**src/rtl/pipelined_adder_pkg.sv**
```systemverilog
`default_nettype none
// ============================================================================
// Module      : pipelined_adder_pkg
// Description : Shared ALU adder types: op encoding, flag bundle, chunk width.
// Revision    : 1.0 - initial release
// ============================================================================
package pipelined_adder_pkg;

  // Adder operation selected by sub_in.
  typedef enum logic {
    OP_ADD = 1'b0,
    OP_SUB = 1'b1
  } adder_op_e;

  // Condition flags produced alongside the result when flags are enabled.
  typedef struct packed {
    logic zero;
    logic negative;
    logic overflow;
  } adder_flags_t;

  // Width of one carry-chained chunk, one chunk per pipeline stage.
  function automatic int chunk_width(input int width, input int stages);
    return width / stages;
  endfunction

endpackage
`default_nettype wire

```
**src/rtl/pipelined_adder_chunk.sv**
```systemverilog
`default_nettype none
// ============================================================================
// Module      : adder_chunk
// Description : Combinational CW-bit adder slice with carry in/out and the
//               carry into its MSB (used for signed overflow detection).
// Revision    : 1.0 - initial release
// ============================================================================
module adder_chunk #(
  parameter int CW = 32
) (
  input  logic [CW-1:0] a_i,
  input  logic [CW-1:0] b_i,
  input  logic          carry_i,
  output logic [CW-1:0] sum_o,
  output logic          carry_o,
  output logic          carry_msb_o
);

  logic [CW:0] w_full;

  // One extra bit captures the carry out of the slice.
  assign w_full      = {1'b0, a_i} + {1'b0, b_i} + {{CW{1'b0}}, carry_i};
  assign sum_o       = w_full[CW-1:0];
  assign carry_o     = w_full[CW];
  // Carry into the MSB is recovered from the MSB sum bit and its operands.
  assign carry_msb_o = a_i[CW-1] ^ b_i[CW-1] ^ w_full[CW-1];

endmodule
`default_nettype wire

```
**src/rtl/pipelined_adder.sv**
```systemverilog
`default_nettype none
// ============================================================================
// Module      : pipelined_adder
// Description : WIDTH-bit add/subtract split into STAGES carry-chained chunks,
//               one chunk per stage, valid/ready handshake with full
//               backpressure. Optional flag outputs under ADDER_FLAGS_EN.
// Revision    : 1.0 - initial release
// ============================================================================
module pipelined_adder
  import pipelined_adder_pkg::*;
#(
  parameter int WIDTH  = 64,
  parameter int STAGES = 2
) (
  input  logic             clk_in,
  input  logic             rst_n_in,
  input  logic             in_valid_in,
  output logic             in_ready_out,
  input  logic [WIDTH-1:0] operand1_in,
  input  logic [WIDTH-1:0] operand2_in,
  input  logic             sub_in,
  input  logic             carry_in,
  output logic             out_valid_out,
  input  logic             out_ready_in,
  output logic [WIDTH-1:0] result_out,
  output logic             carry_out
`ifdef ADDER_FLAGS_EN
  ,
  output logic             zero_out,
  output logic             negative_out,
  output logic             overflow_out
`endif
);

  localparam int CW = chunk_width(WIDTH, STAGES);

  if ((WIDTH % STAGES) != 0) begin : g_bad_cfg
    $error("pipelined_adder: WIDTH must be a multiple of STAGES");
  end

  // Per-stage registers: operands still to be consumed, partial result,
  // chunk carry and valid bit.
  logic [WIDTH-1:0]  a_q   [STAGES];
  logic [WIDTH-1:0]  b_q   [STAGES];
  logic [WIDTH-1:0]  res_q [STAGES];
  logic [WIDTH-1:0]  res_d [STAGES];
  logic [STAGES-1:0] carry_q;
  logic [STAGES-1:0] valid_q;

  // Per-stage combinational inputs and chunk outputs.
  logic [WIDTH-1:0]  w_a   [STAGES];
  logic [WIDTH-1:0]  w_b   [STAGES];
  logic [WIDTH-1:0]  w_res [STAGES];
  logic [CW-1:0]     w_sum [STAGES];
  logic [STAGES-1:0] w_c;
  logic [STAGES-1:0] w_v;
  logic [STAGES-1:0] w_cout;
  logic [STAGES-1:0] w_cmsb;

  logic      w_adv;
  adder_op_e w_op;

  // The whole pipe moves as one; no bubble collapsing.
  assign w_adv         = !out_valid_out || out_ready_in;
  assign in_ready_out  = w_adv;
  assign w_op          = sub_in ? OP_SUB : OP_ADD;

  for (genvar k = 0; k < STAGES; k++) begin : g_stage
    logic [WIDTH-1:0] w_merge;

    if (k == 0) begin : g_head
      // Subtraction becomes op1 + ~op2 + 1 before entering the pipe.
      assign w_a[k]   = operand1_in;
      assign w_b[k]   = (w_op == OP_SUB) ? ~operand2_in : operand2_in;
      assign w_res[k] = '0;
      assign w_c[k]   = (w_op == OP_SUB) ? 1'b1 : carry_in;
      assign w_v[k]   = in_valid_in;
    end else begin : g_body
      assign w_a[k]   = a_q[k-1];
      assign w_b[k]   = b_q[k-1];
      assign w_res[k] = res_q[k-1];
      assign w_c[k]   = carry_q[k-1];
      assign w_v[k]   = valid_q[k-1];
    end

    adder_chunk #(
      .CW(CW)
    ) u_chunk (
      .a_i        (w_a[k][k*CW +: CW]),
      .b_i        (w_b[k][k*CW +: CW]),
      .carry_i    (w_c[k]),
      .sum_o      (w_sum[k]),
      .carry_o    (w_cout[k]),
      .carry_msb_o(w_cmsb[k])
    );

    // Insert this stage's chunk into the partial result travelling down.
    always_comb begin
      w_merge              = w_res[k];
      w_merge[k*CW +: CW]  = w_sum[k];
    end
    assign res_d[k] = w_merge;
  end

  // All stages shift together on advance and hold otherwise.
  always_ff @(posedge clk_in or negedge rst_n_in) begin
    if (!rst_n_in) begin
      for (int k = 0; k < STAGES; k++) begin
        a_q[k]   <= '0;
        b_q[k]   <= '0;
        res_q[k] <= '0;
      end
      carry_q <= '0;
      valid_q <= '0;
    end else if (w_adv) begin
      for (int k = 0; k < STAGES; k++) begin
        a_q[k]   <= w_a[k];
        b_q[k]   <= w_b[k];
        res_q[k] <= res_d[k];
      end
      carry_q <= w_cout;
      valid_q <= w_v;
    end
  end

  assign result_out    = res_q[STAGES-1];
  assign carry_out     = carry_q[STAGES-1];
  assign out_valid_out = valid_q[STAGES-1];

`ifdef ADDER_FLAGS_EN
  adder_flags_t flags_d;
  adder_flags_t flags_q;

  // Flags derive from the completed result in the last stage.
  always_comb begin
    flags_d.zero     = (res_d[STAGES-1] == '0);
    flags_d.negative = res_d[STAGES-1][WIDTH-1];
    flags_d.overflow = w_cmsb[STAGES-1] ^ w_cout[STAGES-1];
  end

  // Flags register with the last stage so they stay aligned with the result.
  always_ff @(posedge clk_in or negedge rst_n_in) begin
    if (!rst_n_in) begin
      flags_q <= '0;
    end else if (w_adv) begin
      flags_q <= flags_d;
    end
  end

  assign zero_out     = flags_q.zero;
  assign negative_out = flags_q.negative;
  assign overflow_out = flags_q.overflow;
`endif

endmodule
`default_nettype wire

```
**config.mk**
```make
export PLATFORM = sky130hd
export DESIGN_NAME = pipelined_adder
export DESIGN_NICKNAME = d
export VERILOG_FILES = /design/src/rtl/pipelined_adder_pkg.sv /design/src/rtl/pipelined_adder_chunk.sv /design/src/rtl/pipelined_adder.sv
export SDC_FILE = /design/constraint.sdc
export NUM_CORES = 1
export LEC_CHECK = 0
export CAP_MARGIN = 25
export CORE_MARGIN = 4
export CORE_UTILIZATION = 47
export CTS_CLUSTER_DIAMETER = 50
export DETAILED_ROUTE_END_ITERATION = 6
export PLACE_DENSITY = 0.8
export SKIP_CTS_REPAIR_TIMING = 1
export SLEW_MARGIN = 10
export SYNTH_ARGS = -nofsm -noshare
export SYNTH_HDL_FRONTEND = slang
export SYNTH_HIERARCHICAL = 1
export SYNTH_SLANG_ARGS = --single-unit
```
**constraint.sdc**
```tcl
create_clock -name clk_in -period 4.19 [get_ports clk_in]
set_input_delay 0.838 -clock clk_in [delete_from_list [all_inputs] [get_ports clk_in]]
set_output_delay 0.838 -clock clk_in [all_outputs]
set_load 0.03 [all_outputs]
```
; Yosys cells after proc, flatten, opt, wreduce, memory -nomap -nowiden
; Cells that the tools add are included.
[totals]
elab_cells = 16
ff_bits = 228
[classes]
n_bitwise = 1
mux = 3
n_reduce_logical = 2
addsub = 4
[ops]
columns = operator, count
row1 = 32-bit by 32-bit adder with 33-bit output, 2
row2 = 33-bit by 1-bit adder with 33-bit output, 2
row3 = 64-bit 2-to-1 mux, 1
row4 = 64-bit inverter, 1
row5 = 1-bit 2-to-1 mux, 2
row6 = 1-bit zero test, 1
row7 = 1-bit logical OR, 1

; Depth between registers and ports, before layout
; Gate-level depths: netlist (run 1).
[depth]
ltp_word = 4
mapped_depth = 13
mapped_depth_nobuf = 11

; Cells and area by module
; The synthesis (run 1) kept the hierarchy.
[by_module_without_submodules]
columns = mod, n_inst, area_each_um2, cells_per_inst
row1 = pipelined_adder, 1, 7342.0, 419
row2 = adder_chunk at g_stage[1].u_chunk, 1, 1816.7, 250
row3 = adder_chunk at g_stage[0].u_chunk, 1, 1741.7, 246

; Worst setup path before layout (run 1)
; Ideal clock, no wire load.
[synth_path]
kind = input -> register
from = input sub_in
to = register carry_q[0]
cell_stages = 12
t_required_ps = 4065
t_arrival_ps = 3863
path_buffers = 1
path_slack_ps = 202
path_cell_list = buf_4 -> or2_2 -> fa_1 -> fa_1 -> a211o_1 -> nand2_1 -> a211o_1 -> a31oi_2 -> a41o_2 -> a31o_4 -> a311o_1 -> mux2_4
[synth_rtl]
columns = item, line
row1 = "start, declared", pipelined_adder.sv:21  ; input logic sub_in,
row2 = 1-bit 2-to-1 mux, pipelined_adder.sv:66  ; assign w_op = sub_in ? OP_SUB : OP_ADD;
row3 = 1-bit 2-to-1 mux, pipelined_adder.sv:76  ; assign w_c[k] = (w_op == OP_SUB) ? 1'b1 : carry_in;
row4 = net w_c[0], pipelined_adder.sv:55  ; logic [STAGES-1:0] w_c;
row5 = 33-bit by 1-bit adder with 33-bit output, pipelined_adder_chunk.sv:22  ; assign w_full = {1'b0, a_i} + {1'b0, b_i} + {{CW{1'b0}}, carry_i};
row6 = net w_cout[0], pipelined_adder.sv:57  ; logic [STAGES-1:0] w_cout;
row7 = "end signal, assigned", pipelined_adder.sv:121  ; carry_q <= w_cout;
row8 = "end, declared", pipelined_adder.sv:47  ; logic [STAGES-1:0] carry_q;
; The timed path passes the listed nets, and every way through them passes these cells.
; A chain may end at the register's enable or synchronous reset.

; Worst setup path after layout (run 1)
[layout_path]
from = input carry_in
to = register res_q, in the netlist g_stage[1].w_merge[26]
[layout_via]
elab_chain_cells = 2
[layout_lines]
columns = item, line
row1 = "start, declared", pipelined_adder.sv:22  ; input logic carry_in,
row2 = 1-bit 2-to-1 mux, pipelined_adder.sv:76
row3 = net w_c[0], pipelined_adder.sv:55
row4 = 33-bit by 1-bit adder with 33-bit output, pipelined_adder_chunk.sv:22
row5 = net g_stage[0].w_merge[26], pipelined_adder.sv:69  ; logic [WIDTH-1:0] w_merge;
row6 = "end signal, assigned by index", pipelined_adder.sv:119  ; res_q[k] <= res_d[k];
row7 = "end, declared", pipelined_adder.sv:45  ; logic [WIDTH-1:0] res_q [STAGES];
; The timed path passes the listed nets, and every way through them passes these cells.

==> flow_metrics.tcl, run 1 <==
set metrics [dict create \
    relSlewSlack_pct 34.9 \
    maxCapViolCount 0 \
    ys_ff_latch 164 \
    async_reset_ff_share_pct 100 \
    io_pins 201 \
    crit_family "compound AO/OA/AOI/OAI gates" \
    overflow 0 \
    critPathArrivalTime_ns 4.23 \
    whs_ns 0.465 \
    min_path_type "primary input to asynchronous set/reset pin" \
    synth-main-ff-cell "dfrtp_1" \
    h-tree-depth 4 \
    crit_required_ns 4.51 \
    leakage_uw 0.00622 \
    first_pass_iters 5 \
    worstSkewPairLatency_ns 0.43 \
    track_usage_pct 19.2 \
    rsz0062_at_grt "false" \
    p_total_uw 7810 \
    finalSetupViolations 0 \
    synth-edff-count 0 \
    synthToLayoutAreaGrowth_pct 24.7 \
    synthesis.nets 1115 \
    path_max_fanout 3 \
    first_iter_violations 298 \
    final_common_cell "clkdlybuf4s50_1" \
    power_density_mw_per_mm2 574 \
    antenna_left 0 \
    cts_tree "built" \
    clock_path_buffers 2 \
    tightestPinTransition_ns 0.977 \
    syn-instance-count 915 \
    hpwl_um 18900 \
    fin_crit_sh_pct 93.4 \
    die_area_mm2 0.0257 \
    avgSynthCellArea_um2 11.9 \
    final-max-slew-violation-count 0 \
    synth_area_mm2 0.0109 \
    cp_slowest_cell "fa_1" \
    clock.fmax_ghz 0.255 \
    layout_common_cells "clkdlybuf4s50_1, dfrtp_1, mux2_4, xor2_1, ha_1" \
    num_vias 7623 \
    path_buf_inv 2 \
    cp-end-kind "register" \
    routed_wirelength_um 24900 \
    max_stage_delay_ns 0.46 \
    io_buffers 200 \
    outcome "finished, final reports clean" \
    drive_above_1_share_pct 20.8 \
    yosysSeqAreaShare_pct 37.6 \
    timing_hold_violations_final 0 \
    synth_warnings 6 \
    nets 1308 \
    numClockSinks 164 \
    drc_errors 0 \
    cts_root_buffer "clkbuf_16" \
    grt_pass1_vias 8120 \
    crit_chain "clkdlybuf4s50_1 > or2_2 > fa_1 > fa_1 > a211o_1 > buf_4 > a21oi_1 > nor4_1 > o211ai_1 > a21oi_1 > a211oi_1 > xnor2_1 > mux2_4" \
    synth_cell_types 69 \
    antenna_found_initial 5 \
    wl_per_cell_um 17.7 \
    fp.dieW_um 160 \
    grt_pass1_wl_um 40600 \
    finalSetupTns_ns 0 \
    die_y_um 160 \
    core_mm2 0.0227 \
    initial_core_util_pct 48.0 \
    finalCriticalPeriod_ns 3.92 \
    ir_drop_mv 0.242 \
    num_rows 55 \
    startpoint_type "primary input" \
    grt_max_degree 80 \
    num_antenna_cells 0 \
    path_clk_slew_ns 0.08 \
    numCtsBuffers 17 \
    viasPerCell 5.42 \
    routabilityCongestion 0.888 \
    finClkSkew_ns 0.0136 \
    critical_path_class "primary input to register" \
]
routing by layer:
layer / wire length, um / track usage [%]
met5: 63 / 0
met4: 440 / 5.51
met3: 1490 / 4.29
met2: 12000 / 33.0
met1: 10900 / 24.4
synthesized netlist by cell type (13+ instances only):
master / count / share of area [%]
a21o_1: 23 / 1.6
buf_6: 20 / 2.1
nand2_1: 35 / 1.2
mux2_4: 148 / 20
mux2_2: 15 / 1.5
xor2_1: 85 / 6.8
xnor2_1: 31 / 2.5
o21ai_0: 36 / 1.7
inv_1: 18 / 0.62
a21oi_1: 57 / 2.6
dfrtp_1: 164 / 38
a211oi_1: 13 / 0.90
nor2_1: 49 / 1.7
ha_1: 62 / 7.1
cells by family (layout without fill, tap and decap cells):
kind of cell / Yosys count / count (layout) / synth area share [%]
flip-flops: 164 / 164 / 37.6
AO/OA/AOI/OAI: 205 / 205 / 13.1
XOR/XNOR: 116 / 116 / 9.32
multiplexers: 163 / 163 / 21.9
adder cells (fa/ha/maj): 66 / 66 / 7.85
AND/OR/NAND/NOR: 144 / 144 / 6.44
buffers and inverters: 57 / 263 / 3.67
area by class of cell:
type,instances,area (um^2)
Clock buffer,18,429
Clock inverter,14,130
Fill cell,1869,9110
Inverter,18,67.6
Multi-Input combinational cell,694,6400
Sequential cell,164,4100
Tap cell,285,357
Timing Repair Buffer,213,2110
final timing paths:
kind,start,to,slack [ns],cells after the start
worst max-delay path,carry_in,g_stage[1].w_merge[26],0.27,13
worst min-delay path,rst_n_in,result_out[37],0.47,1
worst max register to register,a_q[96],carry_q[1],0.63,10
worst min register to register,valid_q[0],valid_q[1],0.50,1
max in group asynchronous,rst_n_in,result_out[22],2.86,2
min in group clk_in,valid_q[0],valid_q[1],0.50,1
power breakdown:
group          switching [uW]  internal, uW
clock                     712           789
combinational            1870          1960
sequential                360          2110
total                    2950          4860
registers in the layout (all words and copies together) (netlist names):
register	flops
b_q	32
a_q	32
valid_q	2
g_stage.w_merge	32
result_out	64
carry_q	2
per-stage QoR:
stage / std cells / util [%] / cell area [um^2] / worst slack (ns)
floorplan: 915 / - / 10900 / 0.202
global placement: 1374 / 57.4 / 13000 / -0.0881
detailed placement: 1374 / 57.4 / 13000 / -0.153
CTS: 1406 / 59.9 / 13600 / 0.314
global route: 1406 / 59.9 / 13600 / 0.176
finish: 1406 / 59.9 / 13600 / 0.275
Power figures use the tool's default switching activity.
==> run 2: changes to the inputs <==
--- a/config.mk
+++ b/config.mk
@@ -17,3 +17,4 @@
 export SYNTH_HDL_FRONTEND = slang
 export SYNTH_HIERARCHICAL = 1
 export SYNTH_SLANG_ARGS = --single-unit
+export TNS_END_PERCENT = 1
==> results of run 2 <==
No change in the layout: final DEF, timing and power equal those of run 1.
